## config.mk

```make
export PLATFORM = sky130hd
export DESIGN_NAME = cache_mem_arbiter_flat
export DESIGN_NICKNAME = d
export VERILOG_FILES = /design/src/rtl/cache_mem_arbiter_if.sv /design/src/rtl/cache_mem_arbiter.sv /design/src/flat_wrapper.sv
export SDC_FILE = /design/constraint.sdc
export NUM_CORES = 1
export LEC_CHECK = 0
export ABC_AREA = 1
export BUFFER_PORTS_ARGS = -buffer_cell sky130_fd_sc_hd__buf_2
export CAP_MARGIN = 20
export CORE_MARGIN = 2
export CORE_UTILIZATION = 41
export DETAILED_ROUTE_END_ITERATION = 7
export PLACE_DENSITY = 0.77
export RECOVER_POWER = 50
export SETUP_SLACK_MARGIN = 0.05
export SKIP_LAST_GASP = 1
export SLEW_MARGIN = 20
export SYNTH_ARGS = -nofsm -noshare
export SYNTH_HDL_FRONTEND = slang
export SYNTH_SLANG_ARGS = --single-unit
export TNS_END_PERCENT = 50
```

## constraint.sdc

```tcl
create_clock -name clk -period 1.8 [get_ports clk]
set_input_delay 0.45 -clock clk [delete_from_list [all_inputs] [get_ports clk]]
set_output_delay 0.45 -clock clk [all_outputs]
set_load 0.02 [all_outputs]
```

## src/rtl/cache_mem_arbiter_if.sv

```systemverilog
// Request/fill and memory-bus signals shared between the caches, the arbiter and memory.
// The arbiter connects through the slave modport; caches/memory models use master.
interface cache_mem_arbiter_if #(
  parameter int NUM_PORTS      = 2,
  parameter int ADDR_W         = 16,
  parameter int DATA_W         = 16,
  parameter int WORDS_PER_LINE = 8
);
  localparam int WL = $clog2(WORDS_PER_LINE);

  logic [NUM_PORTS-1:0]        req_valid;
  logic [NUM_PORTS-1:0]        req_wr;
  logic [NUM_PORTS*ADDR_W-1:0] req_addr;
  logic [NUM_PORTS*DATA_W-1:0] req_wdata;
  logic [NUM_PORTS-1:0]        req_ready;
  logic [NUM_PORTS-1:0]        fill_valid;
  logic [DATA_W-1:0]           fill_data;
  logic [WL-1:0]               fill_word;
  logic [NUM_PORTS-1:0]        fill_done;
  logic [NUM_PORTS-1:0]        wr_done;
  logic                        busy;
  logic                        mem_en;
  logic                        mem_wr;
  logic [ADDR_W-1:0]           mem_addr;
  logic [DATA_W-1:0]           mem_wdata;
  logic [DATA_W-1:0]           mem_rdata;
  logic                        mem_rvalid;

  modport slave (
    input  req_valid, req_wr, req_addr, req_wdata, mem_rdata, mem_rvalid,
    output req_ready, fill_valid, fill_data, fill_word, fill_done, wr_done,
           busy, mem_en, mem_wr, mem_addr, mem_wdata
  );

  modport master (
    output req_valid, req_wr, req_addr, req_wdata, mem_rdata, mem_rvalid,
    input  req_ready, fill_valid, fill_data, fill_word, fill_done, wr_done,
           busy, mem_en, mem_wr, mem_addr, mem_wdata
  );
endinterface

```

## src/rtl/cache_mem_arbiter.sv

```systemverilog
// Arbitrates NUM_PORTS caches onto one pipelined word memory: line fills for read
// misses, single-word write-throughs for stores, fixed-priority or round-robin grant.
module cache_mem_arbiter #(
  parameter int NUM_PORTS      = 2,
  parameter int ADDR_W         = 16,
  parameter int DATA_W         = 16,
  parameter int WORDS_PER_LINE = 8,
  parameter int MEM_LATENCY    = 4,
  parameter int ARB_MODE       = 1
) (
  input logic clk,
  input logic rst_n,
  cache_mem_arbiter_if.slave bus
);
  localparam int WL = $clog2(WORDS_PER_LINE);
  localparam int PW = $clog2(NUM_PORTS);
  localparam int CW = WL + 1;
  localparam logic [CW-1:0] LINE = CW'(WORDS_PER_LINE);
  localparam logic [CW-1:0] LAST = CW'(WORDS_PER_LINE - 1);

  if (NUM_PORTS < 2 || WORDS_PER_LINE < 2 ||
      (WORDS_PER_LINE & (WORDS_PER_LINE - 1)) != 0 || MEM_LATENCY < 1) begin : g_param_check
    $error("cache_mem_arbiter: unsupported parameter combination");
  end

  typedef enum logic [1:0] {IDLE, WR, FILL} state_t;

  state_t            state;
  logic [PW-1:0]     owner;
  logic [PW-1:0]     rr_ptr;
  logic [ADDR_W-1:0] addr_q;
  logic [DATA_W-1:0] wdata_q;
  logic [CW-1:0]     issue_cnt;
  logic [CW-1:0]     ret_cnt;
  logic              grant_valid;
  logic [PW-1:0]     grant_idx;
  logic [ADDR_W-1:0] line_base;

  assign line_base = {addr_q[ADDR_W-1:WL], {WL{1'b0}}};

  // Round-robin searches upward from the slot after the last winner, wrapping.
  always_comb begin
    grant_valid = 1'b0;
    grant_idx   = '0;
    if (ARB_MODE == 0) begin
      for (int p = NUM_PORTS - 1; p >= 0; p--) begin
        if (bus.req_valid[p]) begin
          grant_valid = 1'b1;
          grant_idx   = PW'(p);
        end
      end
    end else begin
      for (int k = 1; k <= NUM_PORTS; k++) begin
        if (!grant_valid && bus.req_valid[(int'(rr_ptr) + k) % NUM_PORTS]) begin
          grant_valid = 1'b1;
          grant_idx   = PW'((int'(rr_ptr) + k) % NUM_PORTS);
        end
      end
    end
  end

  always_comb begin
    bus.req_ready  = '0;
    bus.fill_valid = '0;
    bus.fill_data  = '0;
    bus.fill_word  = '0;
    bus.fill_done  = '0;
    bus.wr_done    = '0;
    bus.busy       = (state != IDLE);
    bus.mem_en     = 1'b0;
    bus.mem_wr     = 1'b0;
    bus.mem_addr   = '0;
    bus.mem_wdata  = '0;
    case (state)
      IDLE: begin
        if (grant_valid && rst_n) bus.req_ready[grant_idx] = 1'b1;
      end
      WR: begin
        bus.mem_en         = 1'b1;
        bus.mem_wr         = 1'b1;
        bus.mem_addr       = addr_q;
        bus.mem_wdata      = wdata_q;
        bus.wr_done[owner] = 1'b1;
      end
      FILL: begin
        if (issue_cnt < LINE) begin
          bus.mem_en   = 1'b1;
          bus.mem_addr = line_base + ADDR_W'(issue_cnt);
        end
        if (bus.mem_rvalid && ret_cnt < LINE) begin
          bus.fill_valid[owner] = 1'b1;
          bus.fill_data         = bus.mem_rdata;
          bus.fill_word         = ret_cnt[WL-1:0];
          if (ret_cnt == LAST) bus.fill_done[owner] = 1'b1;
        end
      end
      default: ;
    endcase
  end

  // Issues and returns are counted independently; the last return closes the fill.
  always_ff @(posedge clk or negedge rst_n) begin
    if (!rst_n) begin
      state     <= IDLE;
      owner     <= '0;
      rr_ptr    <= PW'(NUM_PORTS - 1);
      addr_q    <= '0;
      wdata_q   <= '0;
      issue_cnt <= '0;
      ret_cnt   <= '0;
    end else begin
      case (state)
        IDLE: begin
          if (grant_valid) begin
            owner     <= grant_idx;
            rr_ptr    <= grant_idx;
            addr_q    <= bus.req_addr[grant_idx*ADDR_W +: ADDR_W];
            wdata_q   <= bus.req_wdata[grant_idx*DATA_W +: DATA_W];
            issue_cnt <= '0;
            ret_cnt   <= '0;
            state     <= bus.req_wr[grant_idx] ? WR : FILL;
          end
        end
        WR: state <= IDLE;
        FILL: begin
          if (issue_cnt < LINE) issue_cnt <= issue_cnt + 1'b1;
          if (bus.mem_rvalid && ret_cnt < LINE) begin
            if (ret_cnt == LAST) begin
              state     <= IDLE;
              issue_cnt <= '0;
              ret_cnt   <= '0;
            end else begin
              ret_cnt <= ret_cnt + 1'b1;
            end
          end
        end
        default: state <= IDLE;
      endcase
    end
  end
endmodule

```

## src/flat_wrapper.sv

```systemverilog
// flat-port wrapper written by rule: the top's interface ports become plain ports
module cache_mem_arbiter_flat 
#(
  parameter int NUM_PORTS      = 2,
  parameter int ADDR_W         = 16,
  parameter int DATA_W         = 16,
  parameter int WORDS_PER_LINE = 8,
  parameter int MEM_LATENCY    = 4,
  parameter int ARB_MODE       = 1
)
  (clk, rst_n, bus_req_valid, bus_req_wr, bus_req_addr, bus_req_wdata, bus_mem_rdata, bus_mem_rvalid, bus_req_ready, bus_fill_valid, bus_fill_data, bus_fill_word, bus_fill_done, bus_wr_done, bus_busy, bus_mem_en, bus_mem_wr, bus_mem_addr, bus_mem_wdata);
  cache_mem_arbiter_if #(.NUM_PORTS(NUM_PORTS), .ADDR_W(ADDR_W), .DATA_W(DATA_W), .WORDS_PER_LINE(WORDS_PER_LINE)) bus_i ();
  input logic clk;
  input logic rst_n;
  input wire logic [$bits(bus_i.req_valid)-1:0] bus_req_valid;
  input wire logic [$bits(bus_i.req_wr)-1:0] bus_req_wr;
  input wire logic [$bits(bus_i.req_addr)-1:0] bus_req_addr;
  input wire logic [$bits(bus_i.req_wdata)-1:0] bus_req_wdata;
  input wire logic [$bits(bus_i.mem_rdata)-1:0] bus_mem_rdata;
  input wire logic [$bits(bus_i.mem_rvalid)-1:0] bus_mem_rvalid;
  output wire logic [$bits(bus_i.req_ready)-1:0] bus_req_ready;
  output wire logic [$bits(bus_i.fill_valid)-1:0] bus_fill_valid;
  output wire logic [$bits(bus_i.fill_data)-1:0] bus_fill_data;
  output wire logic [$bits(bus_i.fill_word)-1:0] bus_fill_word;
  output wire logic [$bits(bus_i.fill_done)-1:0] bus_fill_done;
  output wire logic [$bits(bus_i.wr_done)-1:0] bus_wr_done;
  output wire logic [$bits(bus_i.busy)-1:0] bus_busy;
  output wire logic [$bits(bus_i.mem_en)-1:0] bus_mem_en;
  output wire logic [$bits(bus_i.mem_wr)-1:0] bus_mem_wr;
  output wire logic [$bits(bus_i.mem_addr)-1:0] bus_mem_addr;
  output wire logic [$bits(bus_i.mem_wdata)-1:0] bus_mem_wdata;
  assign bus_i.req_valid = bus_req_valid;
  assign bus_i.req_wr = bus_req_wr;
  assign bus_i.req_addr = bus_req_addr;
  assign bus_i.req_wdata = bus_req_wdata;
  assign bus_i.mem_rdata = bus_mem_rdata;
  assign bus_i.mem_rvalid = bus_mem_rvalid;
  assign bus_req_ready = bus_i.req_ready;
  assign bus_fill_valid = bus_i.fill_valid;
  assign bus_fill_data = bus_i.fill_data;
  assign bus_fill_word = bus_i.fill_word;
  assign bus_fill_done = bus_i.fill_done;
  assign bus_wr_done = bus_i.wr_done;
  assign bus_busy = bus_i.busy;
  assign bus_mem_en = bus_i.mem_en;
  assign bus_mem_wr = bus_i.mem_wr;
  assign bus_mem_addr = bus_i.mem_addr;
  assign bus_mem_wdata = bus_i.mem_wdata;
  cache_mem_arbiter #(.NUM_PORTS(NUM_PORTS), .ADDR_W(ADDR_W), .DATA_W(DATA_W), .WORDS_PER_LINE(WORDS_PER_LINE), .MEM_LATENCY(MEM_LATENCY), .ARB_MODE(ARB_MODE)) u_core (.clk(clk), .rst_n(rst_n), .bus(bus_i));
endmodule
```

* Yosys cells after proc, flatten, opt, wreduce, memory -nomap -nowiden
Cells that the tools add are included.
** Word-level totals
- Register bits :: 44
- Bits of input ports :: 87
** Operators by class
- Add/subtract/negate cells :: 5
- Magnitude comparators :: 8
- Equality and inequality tests :: 6
- Shifts and indexed selects :: 2
- Multiplexer cells :: 47
- Bitwise logic cells :: 2
- Reductions and logical operators :: 13
** Operator list (count)
- two-way mux 16 bit :: 4
- variable part select 32 x 6 -> 16 bit :: 2
- one-hot mux 16 bit (2 select lines) :: 1
- two-way mux 2 bit :: 12
- two-way mux 4 bit :: 6
- adder 16 x 4 -> 16 bit :: 1
- two-way mux 1 bit :: 16
- one-hot mux 4 bit (2 select lines) :: 2
- adder 4 x 1 -> 4 bit, second input constant :: 2
- < comparator 4 bit, second input constant :: 2
- < comparator 2 x 3 -> 1 bit, second input constant :: 2
- two-way mux 3 bit :: 2
- != test 2 x 1 -> 1 bit, second input constant :: 3
- AND reduction 3 bit :: 2
- logical AND 1 bit :: 5
- equality test 4 x 3 -> 1 bit, second input constant :: 1
- < comparator 1 x 2 -> 1 bit, second input constant :: 2
- one-hot mux 2 bit (2 select lines) :: 1
- AND reduction 2 bit :: 2
- nonzero test 2 bit :: 2
- adder 1 bit, second input constant :: 2
- bitwise AND 1 bit, first input constant :: 2
- demux 1 bit (select 1 bit) :: 2
- equality test 2 x 1 -> 1 bit, second input constant :: 1
- 5 further kinds :: 6

* Longest topological paths before layout
Gate-level depths: netlist (run 1).
- Word-level depth :: 15
- Mapped depth :: 8
- Depth with buffers taken out :: 8

* Least setup slack after synthesis (run 1)
Ideal clock, no wire load.
- Kind :: reg2out
- From :: reg u_core.state[1]
- To :: out bus_mem_addr[3]
- Arrival time :: 1.622 ns
- Required time :: 1.350 ns
- Path slack :: -0.272 ns
- Cell stages (with the launch flop) :: 8
- Path through :: dfrtp_1 inv_1 ha_1 buf_2 nor2_1 nor2_2 inv_2 nor2_1
** On the way
- Longest elaborated chain between the ends :: 2
- Elaborated cells between the ends (all ways) :: 3
- Classes of those cells :: eq/ne (2); mux (1)
** RTL lines
- start: declaration :: RTL line cache_mem_arbiter.sv:28 : state_t state;
- start signal: assignment :: RTL line cache_mem_arbiter.sv:121 : state <= bus.req_wr[grant_idx] ? WR : FILL;
- equality test 2 bit / equality test 2 x 1 -> 1 bit (equally long branches) :: RTL line cache_mem_arbiter.sv:74 : case (state)
- one-hot mux 16 bit (2 select lines) (*) :: RTL line cache_mem_arbiter.sv:74
- end: declaration :: RTL line flat_wrapper.sv:30 : output wire logic [$bits(bus_i.mem_addr)-1:0] bus_mem_addr;
Mark *: on every way between the ends. The rest lies on a longest branch, timed or not.

* Worst setup path in the final report (run 1)
- From :: reg u_core.state[0]
- To :: out bus_mem_addr[14]
The elaborated chain is that of the path after synthesis.

==> impl_metrics.env, run 1 <==
export IMPL_grt_antenna_before_repair=0
export IMPL_irDropWorstVdd_mv=0.738
export IMPL_synth_nets=508
export IMPL_grt_pass1_vias=3062
export IMPL_wl_um=8620
export IMPL_power_frac_seq=0.265
export IMPL_tightest_slew_ns=1.11
export IMPL_min_period_ns=2.13
export IMPL_cts_made_buffers=5
export IMPL_cp_max_fo=5
export IMPL_grt_pass1_wl_um=13700
export IMPL_drc=0
export IMPL_via_per_inst=4.93
export IMPL_p_clk_frac=0.117
export IMPL_p_switching_mw=3.30
export IMPL_vias=3249
export IMPL_min_path_type="primary input to register"
export IMPL_powerDensity_nw_per_um2=1650
export IMPL_initial_utilization=0.423
export IMPL_clock_root_buffer="clkbuf_8"
export IMPL_cts_tree="yes"
export IMPL_nFillCells=618
export IMPL_antennaDiodeCount=0
export IMPL_violations="negative setup slack"
export IMPL_p_leak_nw=2.26
export IMPL_status="complete, but fails checks"
export IMPL_drv_cap=0
export IMPL_grt_max_degree=45
export IMPL_synth_area_per_cell_um2=6.89
export IMPL_multi_input_area_um2=1600
export IMPL_finalHoldViolCount=0
export IMPL_fin_ws_ns=-0.332
export IMPL_place_congestion=0.875
export IMPL_required_ns=1.35
export IMPL_overflow=0
export IMPL_p_int_mw=3.64
export IMPL_syn_area_um2=2860
export IMPL_regArea_um2=1100
export IMPL_setup_viol=62
export IMPL_fp_dieH_um=87.5
export IMPL_skew_ns=0.00685
export IMPL_synth_cells=415
export IMPL_io_buffers=148
export IMPL_dp_hpwl_um=6350
export IMPL_htreeDepth=2
export IMPL_firstDrtPassIters=4
export IMPL_cp_arrival_ns=1.68
export IMPL_postCtsHoldBufs=0
export IMPL_pwr_share_comb=0.618
export IMPL_die_w_um=87.5
export IMPL_maxSlewViolCount=0
export IMPL_rsz0062_at_grt="true"
export IMPL_criticalPathCategory="register to output pin"
export IMPL_swShare=0.475
export IMPL_synth_seq_cells=44
export IMPL_final_common_cell="buf_2"
export IMPL_synthToLayoutAreaGrowth_pct=47.5
export IMPL_drt_iter0_drc=191
export IMPL_cts_num_sinks=44
export IMPL_final_layout_size_suffix_gt1_frac=0.420
export IMPL_clkLatencyLatePin_ns=0.30
export IMPL_synth_cell_type_count=29
export IMPL_start_kind="register"
export IMPL_mostFrequentLayoutCells="124 x buf_2, 102 x nand2_1, 68 x nor2_1, 49 x o21ai_1, 41 x dfrtp_1"
export IMPL_fp_coreArea_um2=6760
export IMPL_track_usage=0.225
export IMPL_yosys_warnings=0
export IMPL_setup_tns_ns=-11.32
export IMPL_fin_nets=671
export IMPL_fp_dieArea_um2=7660
export IMPL_relSlewSlack=0.261
export IMPL_final_core_util=0.624
export IMPL_rows=30
export IMPL_yosysSeqAreaShare=0.386
export IMPL_period_share=1.18
export IMPL_wl_per_cell_um=13.1
export IMPL_clock_path_buffers=2
export IMPL_ant_nets=0
export IMPL_num_io_pins=149
export IMPL_critPathCaptureType="output pin"
export IMPL_path_clk_slew_ns=0.09
export IMPL_max_freq_mhz=469
stage by stage:
step                worst slack [ns]  std cells  hold WS [ns]  area, µm²  power, mW
finish                        -0.332        659         0.396       4220       6.94
global route                  -0.384        659         0.402       4220       7.47
CTS                           -0.286        655         0.271       4110       6.75
detailed placement           -0.0570        643         0.457       3840       5.62
global placement              0.0202        643         0.455       3840       5.52
floorplan                    -0.0642        415         0.154       2980       4.53
cell usage after synthesis, drive strengths merged:
cell type,count,area share
a21boi,1,0.0026
a21oi,9,0.016
a22oi,1,0.0026
a2bb2oi,1,0.0031
buf,19,0.044
clkbuf,1,0.0026
dfrtp,43,0.38
dfstp,1,0.0092
ha,6,0.026
inv,49,0.064
nand2,107,0.14
nand3,10,0.018
nor2,81,0.11
nor3,5,0.011
o211ai,1,0.0026
o21ai,73,0.15
o22ai,6,0.013
xor2,1,0.0031
logic make-up (layout without fill, tap and decap cells):
logic type / after synthesis / count (layout) / synth area share
AO/OA/AOI/OAI: 92 / 92 / 0.191
AND/OR/NAND/NOR: 203 / 203 / 0.283
buffers and inverters: 69 / 233 / 0.111
XOR/XNOR: 1 / 1 / 0.00306
adder cells (fa/ha/maj): 6 / 6 / 0.0263
flip-flops: 44 / 44 / 0.386
worst max-delay path, stage by stage (launching register included):
cell and delay (ns):
dfrtp_1 0.40, inv_2 0.10, ha_4 0.15, inv_4 0.04, nor2_4 0.17, buf_6 0.15, nand2_2 0.05, a21oi_2 0.17
buf_6 0.14
final timing paths:
path                                        startpoint                              end  slack [ns]  cells after the start
max reg2reg                u_core.state[0]$_DFFE_PN0P_   u_core.wdata_q[15]$_DFFE_PN0P_        0.18                      9
min in group asynchronous                        rst_n  u_core.issue_cnt[2]$_DFFE_PN0P_        0.49                      2
min reg2reg                  u_core.rr_ptr$_DFFE_PN1P_        u_core.rr_ptr$_DFFE_PN1P_        0.48                      2
max                        u_core.state[0]$_DFFE_PN0P_                 bus_mem_addr[14]       -0.33                      8
min                                    bus_req_addr[1]     u_core.addr_q[1]$_DFFE_PN0P_        0.40                      3
max in group asynchronous                        rst_n  u_core.issue_cnt[3]$_DFFE_PN0P_        0.55                      2
power by group through the flow:
stage	logic [mW]	clock network, mW	registers, mW
after detailed placement	3.79	0	1.83
after CTS	4.10	0.830	1.82
after global placement	3.71	0	1.81
after global routing	4.69	0.878	1.89
after floorplan	2.80	0	1.73
final	4.29	0.815	1.84
metal layers:
metal  vias up  track usage  wire [µm]
li1       1635            -          -
met3        15       0.0483        723
met4         0       0.0699        161
met2       139        0.408       4280
met5         -            0          0
met1      1460        0.266       3450
timing repair:
action | in CTS | in global routing
gates resized for setup | 39 | 18
setup buffers | 4 | 4
pin swaps | 10 | 6
endpoints found under the setup margin | 62 | 62
gates cloned | 0 | 0
layout make-up:
type | instances | share of cell area
inverter | 49 | 0.0454
multi-input combinational | 302 | 0.380
sequential | 44 | 0.262
clock buffer | 6 | 0.0196
timing repair buffer | 176 | 0.260
clock inverter | 2 | 0.00920
tap | 80 | 0.0237
sequential cells by signal, indices dropped and copies added (netlist names):
signal / cells
u_core.addr_q: 16
u_core.wdata_q: 16
u_core.issue_cnt: 4
u_core.ret_cnt: 4
u_core.state: 2
u_core.owner: 1
u_core.rr_ptr: 1
(Power assumes the default switching activity.)
==> run 2: changes to the inputs <==
Settings changed: BUFFER_PORTS_ARGS -buffer_cell sky130_fd_sc_hd__buf_2 to unset, CORE_UTILIZATION 41 to 50, DONT_BUFFER_PORTS set to 1, PLACE_DENSITY 0.77 to 0.68.
==> run 2 against run 1 <==
Net effect:
- the run still ends with negative setup slack left
- final cell count decreased by 18%
- wire length decreased by 6.7%
- global-route usage increased by 2.7 points
- via count decreased by 11%
- highest routed layer unchanged
- count of clock-buffer cells in the layout increased by 1
- fmax increased by 1.1%
- critical path depth decreased by 1
- utilization increased by 5.3 points
- worst hold slack got worse by 0.079 ns
- die area decreased by 17%
- combinational power decreased by 2%
==> impl_metrics.env, run 2 (same netlist as run 1, synthesis figures left out) <==
export IMPL_status="complete, but fails checks"
export IMPL_violations="negative setup slack"
export IMPL_finalHoldViolCount=0
export IMPL_setup_viol=62
export IMPL_drc=0
export IMPL_cts_made_buffers=5
export IMPL_relSlewSlack=0.255
export IMPL_rsz0062_at_grt="true"
export IMPL_fin_ws_ns=-0.308
export IMPL_place_congestion=0.817
export IMPL_nFillCells=469
export IMPL_grt_max_degree=45
export IMPL_hp_start="bus_req_addr[27]"
export IMPL_p_switching_mw=3.35
export IMPL_grt_pass1_vias=2723
export IMPL_irDropWorstVdd_mv=0.834
export IMPL_track_usage=0.252
export IMPL_overflow=0
export IMPL_drv_cap=0
export IMPL_worst_hold_slack_ns=0.318
export IMPL_cp_max_fo=8
export IMPL_path_clk_slew_ns=0.08
export IMPL_p_int_mw=3.39
export IMPL_hold_depth=2
export IMPL_clock_path_buffers=2
export IMPL_cts_num_sinks=44
export IMPL_place_inst=516
export IMPL_min_path_type="primary input to register"
export IMPL_num_io_pins=149
export IMPL_final_layout_size_suffix_gt1_frac=0.315
export IMPL_dp_hpwl_um=5580
export IMPL_worstReg2RegEnd="u_core.addr_q[15]$_DFFE_PN0P_"
export IMPL_setup_tns_ns=-10.35
export IMPL_ant_nets=0
export IMPL_io_buffers=0
export IMPL_initial_utilization=0.519
export IMPL_clock_root_buffer="clkbuf_8"
export IMPL_powerDensity_nw_per_um2=1810
export IMPL_swShare=0.497
export IMPL_final_common_cell="nand2_1"
export IMPL_fp_coreArea_um2=5510
export IMPL_required_ns=1.35
export IMPL_power_frac_seq=0.278
export IMPL_critPathCaptureType="output pin"
export IMPL_wl_um=8040
export IMPL_rr_worst_depth=9
export IMPL_synthToLayoutAreaGrowth_pct=30.4
export IMPL_final_cells=539
export IMPL_rows=27
export IMPL_via_per_inst=5.35
export IMPL_period_share=1.17
export IMPL_fin_nets=559
export IMPL_max_freq_mhz=474
export IMPL_wl_per_cell_um=14.9
export IMPL_reg2reg_slack_ns=0.06
export IMPL_p_clk_frac=0.097
export IMPL_maxSlewViolCount=0
export IMPL_pwr_share_comb=0.625
export IMPL_cts_tree="yes"
export IMPL_mostFrequentLayoutCells="96 x nand2_1, 70 x nor2_1, 51 x o21ai_1, 47 x buf_4, 42 x dfrtp_1"
export IMPL_multi_input_area_um2=1670
export IMPL_regArea_um2=1100
export IMPL_grt_pass1_wl_um=12600
export IMPL_reg_largest_list="u_core.addr_q x16, u_core.wdata_q x16"
export IMPL_start_kind="register"
export IMPL_htreeDepth=2
export IMPL_drt_iter0_drc=185
export IMPL_firstDrtPassIters=4
export IMPL_grt_antenna_before_repair=0
export IMPL_criticalPathCategory="register to output pin"
export IMPL_tightest_slew_ns=1.12
export IMPL_antennaDiodeCount=0
export IMPL_die_w_um=79.6
export IMPL_cp_arrival_ns=1.66
export IMPL_fp_dieArea_um2=6340
export IMPL_skew_ns=0.00359
export IMPL_clkLatencyLatePin_ns=0.30
export IMPL_p_leak_nw=1.80
export IMPL_vias=2881
export IMPL_min_period_ns=2.11
export IMPL_rr_startpoint="u_core.state[0]$_DFFE_PN0P_"
export IMPL_hold_end="u_core.addr_q[11]$_DFFE_PN0P_"
export IMPL_fp_dieH_um=79.6
-- run 2: cell count changes in the layout (fill, tap and decap cells not counted), sizes merged --
cell         before  now
bufinv            1    0
clkinv            1    0
clkbuf            8    9
dlygate4sd3       0    1
clkinvlp          0    1
buf             174   61
-- run 2: per-stage QoR --
step	utilization	setup WS [ns]	instance area, µm²	power [mW]
after floorplan	-	-0.0642	2980	4.53
after global placement	0.601	0.0406	3310	5.21
after detailed placement	0.601	-0.00466	3310	5.30
after CTS	0.642	-0.259	3540	6.22
after global routing	0.677	-0.388	3730	7.27
final	0.677	-0.308	3730	6.74
-- run 2: worst max-delay path, stage by stage (launching register included) --
cell and delay, ns:
dfrtp_1 0.39, inv_2 0.07, buf_4 0.15, ha_4 0.30
inv_6 0.07, nor2_4 0.15, inv_4 0.08, nor2_4 0.16
-- run 2: how the worst max path moves through the flow --
stage / slack [ns] / end / from
floorplan: -0.06 / bus_req_ready[0] / u_core.state[1]$_DFFE_PN0P_
global placement: 0.04 / bus_mem_addr[4] / u_core.state[0]$_DFFE_PN0P_
detailed placement: -0.005 / bus_mem_addr[4] / u_core.state[0]$_DFFE_PN0P_
CTS: -0.26 / bus_mem_addr[6] / u_core.state[0]$_DFFE_PN0P_
global route: -0.39 / bus_mem_addr[6] / u_core.state[0]$_DFFE_PN0P_
finish: -0.31 / bus_mem_addr[8] / u_core.state[0]$_DFFE_PN0P_
-- run 2: cell type report --
cell class,instances,area share
tap,72,0.0242
multi-input combinational,302,0.447
clock inverter,1,0.00201
sequential,44,0.296
clock buffer,7,0.0232
timing repair buffer,64,0.151
inverter,49,0.0574
-- run 2: repair_timing --
action | in CTS | in global routing
resized for setup | 12 | 59
pin swaps | 10 | 10
gates cloned | 0 | 1
buffers inserted | 7 | 6
hold endpoints to repair | 44 | 0
hold buffers | 2 | 0
endpoints found under the setup margin | 60 | 66
-- run 2: power groups by stage --
stage | registers (mW) | logic, mW | clock network, mW
finish | 1.87 | 4.21 | 0.657
global route | 1.93 | 4.63 | 0.712
CTS | 1.80 | 3.75 | 0.667
detailed placement | 1.81 | 3.48 | 0
global placement | 1.80 | 3.41 | 0
floorplan | 1.73 | 2.80 | 0
-- run 2: metal layers --
metal / track usage / vias to the layer above / part of all wire
met1: 0.323 / 1330 / 0.41
met2: 0.419 / 128 / 0.49
met4: 0.0810 / 0 / 0.016
li1: - / 1411 / -
met3: 0.0611 / 12 / 0.082
met5: 0 / - / 0
==> run 3: changes to the inputs <==
Settings changed: CORE_ASPECT_RATIO set to 1.4.
==> run 3 against run 2 <==
Net effect:
- the flow still finishes with violations (negative setup slack)
- utilization is 3.4 points lower
- sequential power is 3% lower
- worst hold slack better by 0.00088 ns
- final cell count is 2.4% lower
- largest cell class unchanged
- largest power group unchanged
==> impl_metrics.env, run 3 (same netlist as run 1, synthesis figures left out) <==
export IMPL_worst_hold_slack_ns=0.319
export IMPL_rsz0062_at_grt="true"
export IMPL_multi_input_area_um2=1600
export IMPL_pwr_share_comb=0.576
export IMPL_rr_startpoint="u_core.state[1]$_DFFE_PN0P_"
export IMPL_start_kind="register"
export IMPL_fp_coreArea_um2=5530
export IMPL_wl_per_cell_um=14.3
export IMPL_initial_utilization=0.517
export IMPL_ant_nets=0
export IMPL_synthToLayoutAreaGrowth_pct=24.2
export IMPL_cp_arrival_ns=1.62
export IMPL_dp_hpwl_um=5520
export IMPL_power_frac_seq=0.285
export IMPL_fp_dieArea_um2=6350
export IMPL_fin_ws_ns=-0.265
export IMPL_fin_nets=551
export IMPL_regArea_um2=1100
export IMPL_place_congestion=0.832
export IMPL_p_int_mw=3.29
export IMPL_wl_um=7530
export IMPL_required_ns=1.35
export IMPL_grt_max_degree=45
export IMPL_drv_cap=0
export IMPL_via_per_inst=5.32
export IMPL_overflow=0
export IMPL_clock_root_buffer="clkbuf_8"
export IMPL_io_buffers=0
export IMPL_skew_ns=0.00537
export IMPL_num_io_pins=149
export IMPL_clock_path_buffers=2
export IMPL_htreeDepth=2
export IMPL_critPathCaptureType="output pin"
export IMPL_final_common_cell="nand2_1"
export IMPL_setup_viol=61
export IMPL_setup_tns_ns=-10.91
export IMPL_rows=32
export IMPL_relSlewSlack=0.252
export IMPL_status="complete, but fails checks"
export IMPL_max_freq_mhz=484
export IMPL_drt_iter0_drc=112
export IMPL_fp_dieH_um=93.5
export IMPL_final_layout_size_suffix_gt1_frac=0.266
export IMPL_criticalPathCategory="register to output pin"
export IMPL_finalHoldViolCount=0
export IMPL_cp_startpoint="u_core.state[1]$_DFFE_PN0P_"
export IMPL_die_w_um=67.9
export IMPL_powerDensity_nw_per_um2=1800
export IMPL_hp_start="bus_req_wdata[8]"
export IMPL_reg_largest_list="u_core.addr_q x16, u_core.wdata_q x16"
export IMPL_vias=2797
export IMPL_drc=0
export IMPL_grt_antenna_before_repair=0
export IMPL_path_clk_slew_ns=0.08
export IMPL_tightest_slew_ns=1.12
export IMPL_min_period_ns=2.07
export IMPL_firstDrtPassIters=4
export IMPL_p_switching_mw=3.09
export IMPL_grt_pass1_vias=2639
export IMPL_grt_pass1_wl_um=11900
export IMPL_clkLatencyLatePin_ns=0.30
export IMPL_p_leak_nw=1.74
export IMPL_track_usage=0.245
export IMPL_mostFrequentLayoutCells="102 x nand2_1, 67 x nor2_1, 50 x buf_4, 49 x o21ai_1, 42 x dfrtp_1"
export IMPL_maxSlewViolCount=0
export IMPL_cp_max_fo=8
export IMPL_violations="negative setup slack"
export IMPL_cts_num_sinks=44
export IMPL_nFillCells=513
export IMPL_antennaDiodeCount=0
export IMPL_period_share=1.15
export IMPL_cts_made_buffers=5
export IMPL_min_path_type="primary input to register"
export IMPL_cts_tree="yes"
export IMPL_swShare=0.484
export IMPL_irDropWorstVdd_mv=0.901
export IMPL_p_clk_frac=0.139
export IMPL_reg2reg_slack_ns=0.14
==> run 3: final cells by class <==
class	instances	share of cell area
sequential	44	0.311
multi-input combinational	302	0.450
clock inverter	2	0.0169
inverter	49	0.0539
tap	68	0.0240
clock buffer	5	0.0194
timing repair buffer	56	0.125
==> run 3: path summary, 6_finish.rpt <==
kind                                                   endpoint  cells after the start
worst min-delay path              u_core.wdata_q[8]$_DFFE_PN0P_                      2
min in group asynchronous          u_core.addr_q[8]$_DFFE_PN0P_                      2
worst min register to register        u_core.rr_ptr$_DFFE_PN1P_                      2
worst max register to register    u_core.wdata_q[2]$_DFFE_PN0P_                      7
max in group asynchronous       u_core.issue_cnt[3]$_DFFE_PN0P_                      2
worst max-delay path                            bus_mem_addr[4]                      6
==> run 3: timing repair <==
| item | CTS | global route |
|---|---|---|
| pin swaps | 9 | 4 |
| gates cloned | 0 | 0 |
| gates resized for setup | 7 | 16 |
| buffers inserted | 3 | 4 |
| endpoints found under the hold margin | 44 | 0 |
| setup endpoints to repair | 60 | 72 |
| hold buffers | 2 | 0 |
==> run 3: metal layers <==
layer	routed length (µm)	track usage
met1	2890	0.288
met2	4060	0.447
met5	0	0
met4	90	0.0633
met3	494	0.0445
==> run 3: power groups by stage <==
stage               clock, mW  combinational, mW  sequential, mW
CTS                     0.905               3.57            1.82
detailed placement          0               3.44            1.84
global route            0.949               4.08            1.88
global placement            0               3.37            1.82
finish                  0.888               3.68            1.82
floorplan                   0               2.80            1.73
==> run 3: through the flow <==
stage                      util  instance area [µm²]  total power [mW]  cells  setup WS, ns
after CTS                 0.633                 3500              6.29    522        -0.241
final                     0.643                 3550              6.38    526        -0.265
after global routing      0.643                 3550              6.91    526        -0.348
after global placement    0.595                 3290              5.19    510        0.0274
after detailed placement  0.595                 3290              5.28    510       0.00300
after floorplan               -                 2980              4.53    415       -0.0642
==> run 3: worst max-delay path, stage by stage (launching register included) <==
cell and delay, ns:
dfrtp_1 0.36, inv_1 0.10, ha_2 0.39, inv_4 0.09, nor2_4 0.13, inv_4 0.08
nor2_4 0.17
